## src/rtl/rcc_rtc_clk_ratio_mon.sv

```systemverilog
// RTC divided-clock ratio monitor: measures the period of div_clk_in in i_clk cycles
// and reports the recovered ratio, lock, stopped-clock and ratio-mismatch status.
module rcc_rtc_clk_ratio_mon #(
    parameter int RATIO_WID = 6,
    parameter int LOCK_CNT  = 3
) (
    input  logic                 i_clk,
    input  logic                 rst_n,
    input  logic                 div_clk_in,
    input  logic [RATIO_WID-1:0] exp_ratio,
    output logic [RATIO_WID-1:0] meas_ratio,
    output logic                 meas_valid,
    output logic                 locked,
    output logic                 stopped,
    output logic                 ratio_err
);

    localparam logic [1:0] ST_SEEK = 2'd0;
    localparam logic [1:0] ST_MEAS = 2'd1;
    localparam logic [1:0] ST_LOCK = 2'd2;

    localparam logic [RATIO_WID:0] CNT_MAX   = {1'b1, {RATIO_WID{1'b0}}};
    localparam logic [RATIO_WID:0] CNT_ONE   = {{RATIO_WID{1'b0}}, 1'b1};
    localparam logic [3:0]         MATCH_MAX = 4'(LOCK_CNT);

    logic                 sync1_q, sync2_q, hist_q;
    logic [1:0]           state_q, state_d;
    logic [RATIO_WID:0]   cnt_q, cnt_d;
    logic [3:0]           match_q, match_d;
    logic [RATIO_WID-1:0] meas_ratio_q, meas_ratio_d;
    logic                 meas_valid_q, meas_valid_d;
    logic                 locked_q, locked_d;
    logic                 stopped_q, stopped_d;
    logic                 ratio_err_q, ratio_err_d;

    logic                 rise;
    logic                 timeout;
    logic [RATIO_WID-1:0] period;

    assign rise    = sync2_q & ~hist_q;
    assign period  = cnt_q[RATIO_WID-1:0];
    // A rise coinciding with saturation is discarded: the period is out of range.
    assign timeout = (state_q != ST_SEEK) && (cnt_q == CNT_MAX);

    always_comb begin
        state_d      = state_q;
        match_d      = match_q;
        meas_ratio_d = meas_ratio_q;
        meas_valid_d = 1'b0;
        locked_d     = locked_q;
        stopped_d    = stopped_q;
        ratio_err_d  = locked_q && (meas_ratio_q != exp_ratio);
        if (state_q == ST_SEEK) begin
            cnt_d = '0;
        end else if (cnt_q == CNT_MAX) begin
            cnt_d = cnt_q;
        end else begin
            cnt_d = cnt_q + CNT_ONE;
        end

        if (timeout) begin
            state_d   = ST_SEEK;
            stopped_d = 1'b1;
            locked_d  = 1'b0;
            match_d   = '0;
            cnt_d     = '0;
        end else begin
            case (state_q)
                ST_SEEK: begin
                    if (rise) begin
                        state_d   = ST_MEAS;
                        stopped_d = 1'b0;
                        cnt_d     = CNT_ONE;
                    end
                end
                ST_MEAS: begin
                    if (rise) begin
                        cnt_d        = CNT_ONE;
                        meas_ratio_d = period;
                        meas_valid_d = 1'b1;
                        if (period == meas_ratio_q) begin
                            match_d = (match_q < MATCH_MAX) ? match_q + 4'd1 : match_q;
                        end else begin
                            match_d = 4'd1;
                        end
                        if (match_d == MATCH_MAX) begin
                            locked_d = 1'b1;
                            state_d  = ST_LOCK;
                        end
                    end
                end
                ST_LOCK: begin
                    if (rise) begin
                        cnt_d        = CNT_ONE;
                        meas_valid_d = 1'b1;
                        if (period != meas_ratio_q) begin
                            locked_d     = 1'b0;
                            match_d      = 4'd1;
                            meas_ratio_d = period;
                            state_d      = ST_MEAS;
                        end
                    end
                end
                default: state_d = ST_SEEK;
            endcase
        end
    end

    always_ff @(posedge i_clk or negedge rst_n) begin
        if (!rst_n) begin
            sync1_q      <= 1'b0;
            sync2_q      <= 1'b0;
            hist_q       <= 1'b0;
            state_q      <= ST_SEEK;
            cnt_q        <= '0;
            match_q      <= '0;
            meas_ratio_q <= '0;
            meas_valid_q <= 1'b0;
            locked_q     <= 1'b0;
            stopped_q    <= 1'b0;
            ratio_err_q  <= 1'b0;
        end else begin
            sync1_q      <= div_clk_in;
            sync2_q      <= sync1_q;
            hist_q       <= sync2_q;
            state_q      <= state_d;
            cnt_q        <= cnt_d;
            match_q      <= match_d;
            meas_ratio_q <= meas_ratio_d;
            meas_valid_q <= meas_valid_d;
            locked_q     <= locked_d;
            stopped_q    <= stopped_d;
            ratio_err_q  <= ratio_err_d;
        end
    end

    assign meas_ratio = meas_ratio_q;
    assign meas_valid = meas_valid_q;
    assign locked     = locked_q;
    assign stopped    = stopped_q;
    assign ratio_err  = ratio_err_q;

endmodule

```

## config.mk

```make
export PLATFORM = sky130hd
export DESIGN_NAME = rcc_rtc_clk_ratio_mon
export DESIGN_NICKNAME = d
export VERILOG_FILES = /design/src/rtl/rcc_rtc_clk_ratio_mon.sv
export SDC_FILE = /design/constraint.sdc
export NUM_CORES = 1
export LEC_CHECK = 0
export ABC_AREA = 1
export ABC_CLOCK_PERIOD_IN_PS = 2200
export CORE_MARGIN = 5
export CORE_UTILIZATION = 54
export CTS_CLUSTER_SIZE = 24
export DETAILED_ROUTE_END_ITERATION = 7
export GPL_TIMING_DRIVEN = 0
export PLACE_DENSITY = 0.87
export RECOVER_POWER = 100
export SKIP_CTS_REPAIR_TIMING = 1
export SLEW_MARGIN = 0
export SYNTH_ARGS = -nofsm -noshare
export SYNTH_HDL_FRONTEND = slang
export SYNTH_SLANG_ARGS = --single-unit
export TNS_END_PERCENT = 20
```

## constraint.sdc

```tcl
create_clock -name i_clk -period 2.2 [get_ports i_clk]
set_clock_uncertainty 0.1 [all_clocks]
set_input_delay 0.22 -clock i_clk [delete_from_list [all_inputs] [get_ports i_clk]]
set_output_delay 0.22 -clock i_clk [all_outputs]
set_load 0.01 [all_outputs]
```

==> metrics.sh <==
DR.PASS1.ITERS=6
SHARE_CLK_OF_TOTAL_POWER_PCT=17.2
POWER.SHARE.SEQUENTIAL_PCT=36.2
POWER.SWITCHING_mW=0.781
DETAIL-ROUTE-ANTENNA-NETS=0
SYNTH_COMPOUND_GATE_AREA_SHARE_PCT=4.38
COREAREA_UM2=2520
SYNTH-SEQ-CELLS=26
ROUTED_WIRE_LENGTH_PER_INSTANCE_UM=11.5
NUM_VIAS=1198
SETUP.REG_TO_REG.WORST_SLACK_NS=0.34
P_LEAK_nW=0.899
FIRST_ITER_VIOLATIONS=50
FINAL_CELL_AREA_UM2=1720
CP_DATA_REQUIRED_TIME_NS=2.33
SYN-MEAN-INSTANCE-AREA_UM2=7.75
FINAL_REPORT_SETUP_VIOLATION_COUNT=0
MIN_PERIOD_OVER_PERIOD_PCT=84.7
INTERNAL_POWER_OF_THE_CELLS_mW=1.12
LARGEST_NET_DEGREE_AT_THE_START_OF_GLOBAL_ROUTING=27
SYNTH_ADDER_AREA_SHARE_PCT=6.01
INITIAL_UTILIZATION_PCT=57.8
CLK_TRANSITION_REPORTED_PATHS_NS=0.14
MAXCLOCKFREQUENCY_MHz=537
TIMING_MAX_TRANSITION_VIOLATIONS_FINAL=0
DIEAREA_UM2=3840
INSTANCE_COUNT_OF_THE_MAPPED_NETLIST=188
HTREEDEPTH=1
ANT_CELLS=0
SEQUENTIAL_SHARE_OF_THE_SYNTHESIZED_AREA_PCT=44.6
DRIVE_ABOVE_1_SHARE_PCT=6.67
FLOORPLAN.IO_PINS=19
RELSLEWSLACK_PCT=23.9
SYNTHDOMINANTCELLAREASHARE_PCT=44.6
TOP_LAYER='met4'
YOSYS-MUX-AREA-FRACTION_PCT=0
NETLIST_TOP_CELLS_AREA='dfrtp_1 (45%), nand2_1 (13%), nor2_1 (7.5%), inv_1 (7.0%), ha_1 (6.0%)'
UNREPAIRED_SETUP_ENDPOINTS_AFTER_GLOBAL_ROUTING='false'
SYNTH_AREA_LEADER_CELL='dfrtp_1'
PEAKVDDDROP_V=0.000773
FIRST_GLOBAL_VIAS=1096
R2R-START='state_q[0]'
R2R_CELLS=10
SYNTH.LIB_CELLS_USED.DISTINCT=26
GRT_ANTENNA_BEFORE_REPAIR=0
SYNTH_TOP_FAMILY_BY_AREA='simple AND/OR/NAND/NOR gates'
PLACEMENT.CELL_AREA_UM2=1680
CTS_TREE='built'
WL_MET3_UM=135
GP_CONGESTION=0.772
DRT_DRC_VIOLATIONS_LEFT=0
WORST_SETUP_PATH_ENDPOINT='state_q[0]'
WORST-SLEW-PIN-TRANSITION_NS=1.14
DIE-WIDTH_UM=62.0
FINAL.MIN_CLOCK_PERIOD_NS=1.86
NUMCTSBUFFERS=3
PWR-SHARE-COMB_PCT=46.6
SYNTH_SIMPLE_GATE_AREA_SHARE_PCT=32.5
GLOBAL_ROUTE.USAGE.TOTAL_PCT=17.5
STARTPOINT_TYPE='flip-flop'
CLOCKROOTBUFFER='clkbuf_4'
GR-TOTAL-OVERFLOW=0
GRT_FIRST_PASS_WIRELENGTH_UM=4770
DIE-HEIGHT_UM=62.0
SYNTHESIS.NETS=204
POWER.SWITCHING_FRACTION_PCT=41.1
MIN-DELAY-PATH-CLASS='flip-flop to flip-flop'
STD_CELL_ROWS=18
SETUP_TOTAL_NEGATIVE_SLACK_NS=0
POSTLAYOUTCOREUTIL_PCT=68.2
MET2ROUTEDLENGTH_UM=1280
CLOCK_SINKS=26
VIAS_PER_INST=4.99
SYN2LAYOUT_AREA_GROWTH_PCT=18.0
CELLPOWERDENSITY_nW_PER_UM2=1100
OUTCOME='complete, no violations'
FIN_TOTAL_PWR_mW=1.90
BUFFER_PORTS.INSERTED=18
DRT-TOTAL-WL_UM=2750
NUMBER_OF_MAX_CAP_VIOLATIONS=0
LAYOUT.FILLER_CELLS=220
TIMING_HOLD_VIOLATIONS_FINAL=0
POST_SYN_AREA_UM2=1460
CRIT_START='state_q[0]'
SUM_OF_NET_HALF_PERIMETERS_AFTER_DETAILED_PLACEMENT_UM=2100
TIMING_WORST_SETUP_PATH_TYPE='flip-flop to flip-flop'
DRT-MET1-WL_UM=1280
CLK_PATH_BUF_DEPTH=2
CP-END-KIND='flip-flop'
YOSYS.AREA_SHARE.XOR_XNOR_PCT=4.21
ARRIVAL_NS=1.99
NUM-NETS-FINAL=227
REGTOREGENDPOINT='state_q[0]'
YOSYS_WARNINGS=0
WORST_SKEW_PAIR.LATE_LATENCY_NS=0.33
CRIT_FANOUT=6
-- power groups by stage --
stage | Clock, mW | Sequential [mW] | Combinational (mW)
after floorplan | 0 | 0.698 | 0.642
after global placement | 0 | 0.688 | 0.885
after detailed placement | 0 | 0.700 | 0.916
after CTS | 0.339 | 0.690 | 0.933
after global routing | 0.352 | 0.705 | 1.03
final | 0.327 | 0.688 | 0.886
-- flip-flops by register name (all words and copies together), names as in the netlist --
signal,count
hist_q,1
locked,1
meas_ratio,6
ratio_err,1
cnt_q,7
match_q,4
sync1_q,1
sync2_q,1
state_q,2
stopped,1
meas_valid,1
-- per-stage QoR --
step | setup WS (ns) | instances | hold WS (ns)
final | 0.337 | 240 | 0.283
after global routing | 0.155 | 240 | 0.308
after CTS | 0.388 | 240 | 0.195
after detailed placement | 0.411 | 236 | 0.240
after global placement | 0.450 | 236 | 0.238
after floorplan | 0.601 | 188 | -0.176
-- Yosys cell counts --
master,count
nand4_4,1
nor2_2,3
nand2_1,49
nor3b_1,3
buf_4,1
nand3_2,1
a22oi_1,1
inv_2,3
a21oi_1,2
dfrtp_1,26
xnor2_1,1
ha_1,7
or2_2,1
nand3b_2,1
inv_1,27
o21ai_1,4
xor2_1,6
nand2_2,2
nor4_1,1
nand4_1,1
and2_1,1
o22ai_1,1
nor3_1,2
nand3_1,10
nor2_1,29
o21ai_0,4
-- per-layer routing --
layer / global-route usage (%) / up-vias
met5: 0 / -
met4: 9.09 / 0
li1: - / 622
met1: 21.2 / 551
met3: 3.31 / 5
met2: 29.4 / 20
-- worst max-delay path, cell delays in order (launching register included) --
cell	delay, ns
dfrtp_1	0.43
inv_1	0.08
ha_1	0.21
inv_1	0.16
nand4_4	0.15
inv_1	0.19
nor2_1	0.08
nor2_1	0.20
nand2_2	0.08
nand2_1	0.06
nand2_1	0.05
-- placed cells by master (no fill, tap or decap) --
cell | Yosys | final
buf_4 | 1 | 1
xnor2_1 | 1 | 1
nor3b_1 | 3 | 3
o22ai_1 | 1 | 1
nand2_2 | 2 | 1
nand4_4 | 1 | 1
nand2_1 | 49 | 50
xor2_1 | 6 | 6
dfrtp_1 | 26 | 26
nand3b_2 | 1 | 1
bufinv_16 | 0 | 1
o21ai_0 | 4 | 7
nand4_1 | 1 | 1
and2_1 | 1 | 1
dlygate4sd3_1 | 0 | 12
o21ai_1 | 4 | 1
nor2_2 | 3 | 3
nor2_1 | 29 | 29
inv_2 | 3 | 2
nor3_1 | 2 | 2
a21oi_1 | 2 | 2
or2_2 | 1 | 1
ha_1 | 7 | 7
nor4_1 | 1 | 1
nand3_1 | 10 | 11
clkbuf_4 | 0 | 3
inv_1 | 27 | 28
clkdlybuf4s50_1 | 0 | 6
a22oi_1 | 1 | 1
-- final cells by class --
class	count	area (um^2)	share of cell area, %
Tap cell	30	37.5	2.18
Buffer	1	7.51	0.436
Inverter	30	113	6.55
Clock buffer	3	22.5	1.31
Clock inverter	1	30.0	1.75
Timing Repair Buffer	18	180	10.5
Sequential cell	26	651	37.8
Multi-Input combinational cell	131	679	39.5
-- how the worst min path moves through the flow --
stage	depth (start not counted)	to	slack, ns	start
2_1_floorplan	0	cnt_q[0]	-0.18	rst_n
3_3_place_gp	0	sync2_q	0.24	sync1_q
3_5_place_dp	0	sync2_q	0.24	sync1_q
4_1_cts	1	sync1_q	0.20	div_clk_in
5_1_grt	0	sync2_q	0.31	sync1_q
6_report	0	sync2_q	0.28	sync1_q
-- cells by family after synthesis --
logic type / Yosys count
DFF: 26
buffers and inverters: 31
and+or+nand+nor: 105
AOI/OAI and AO/OA: 12
adders and majority gates: 7
xor gates and xnor gates: 7
(Power assumes the default switching activity.)
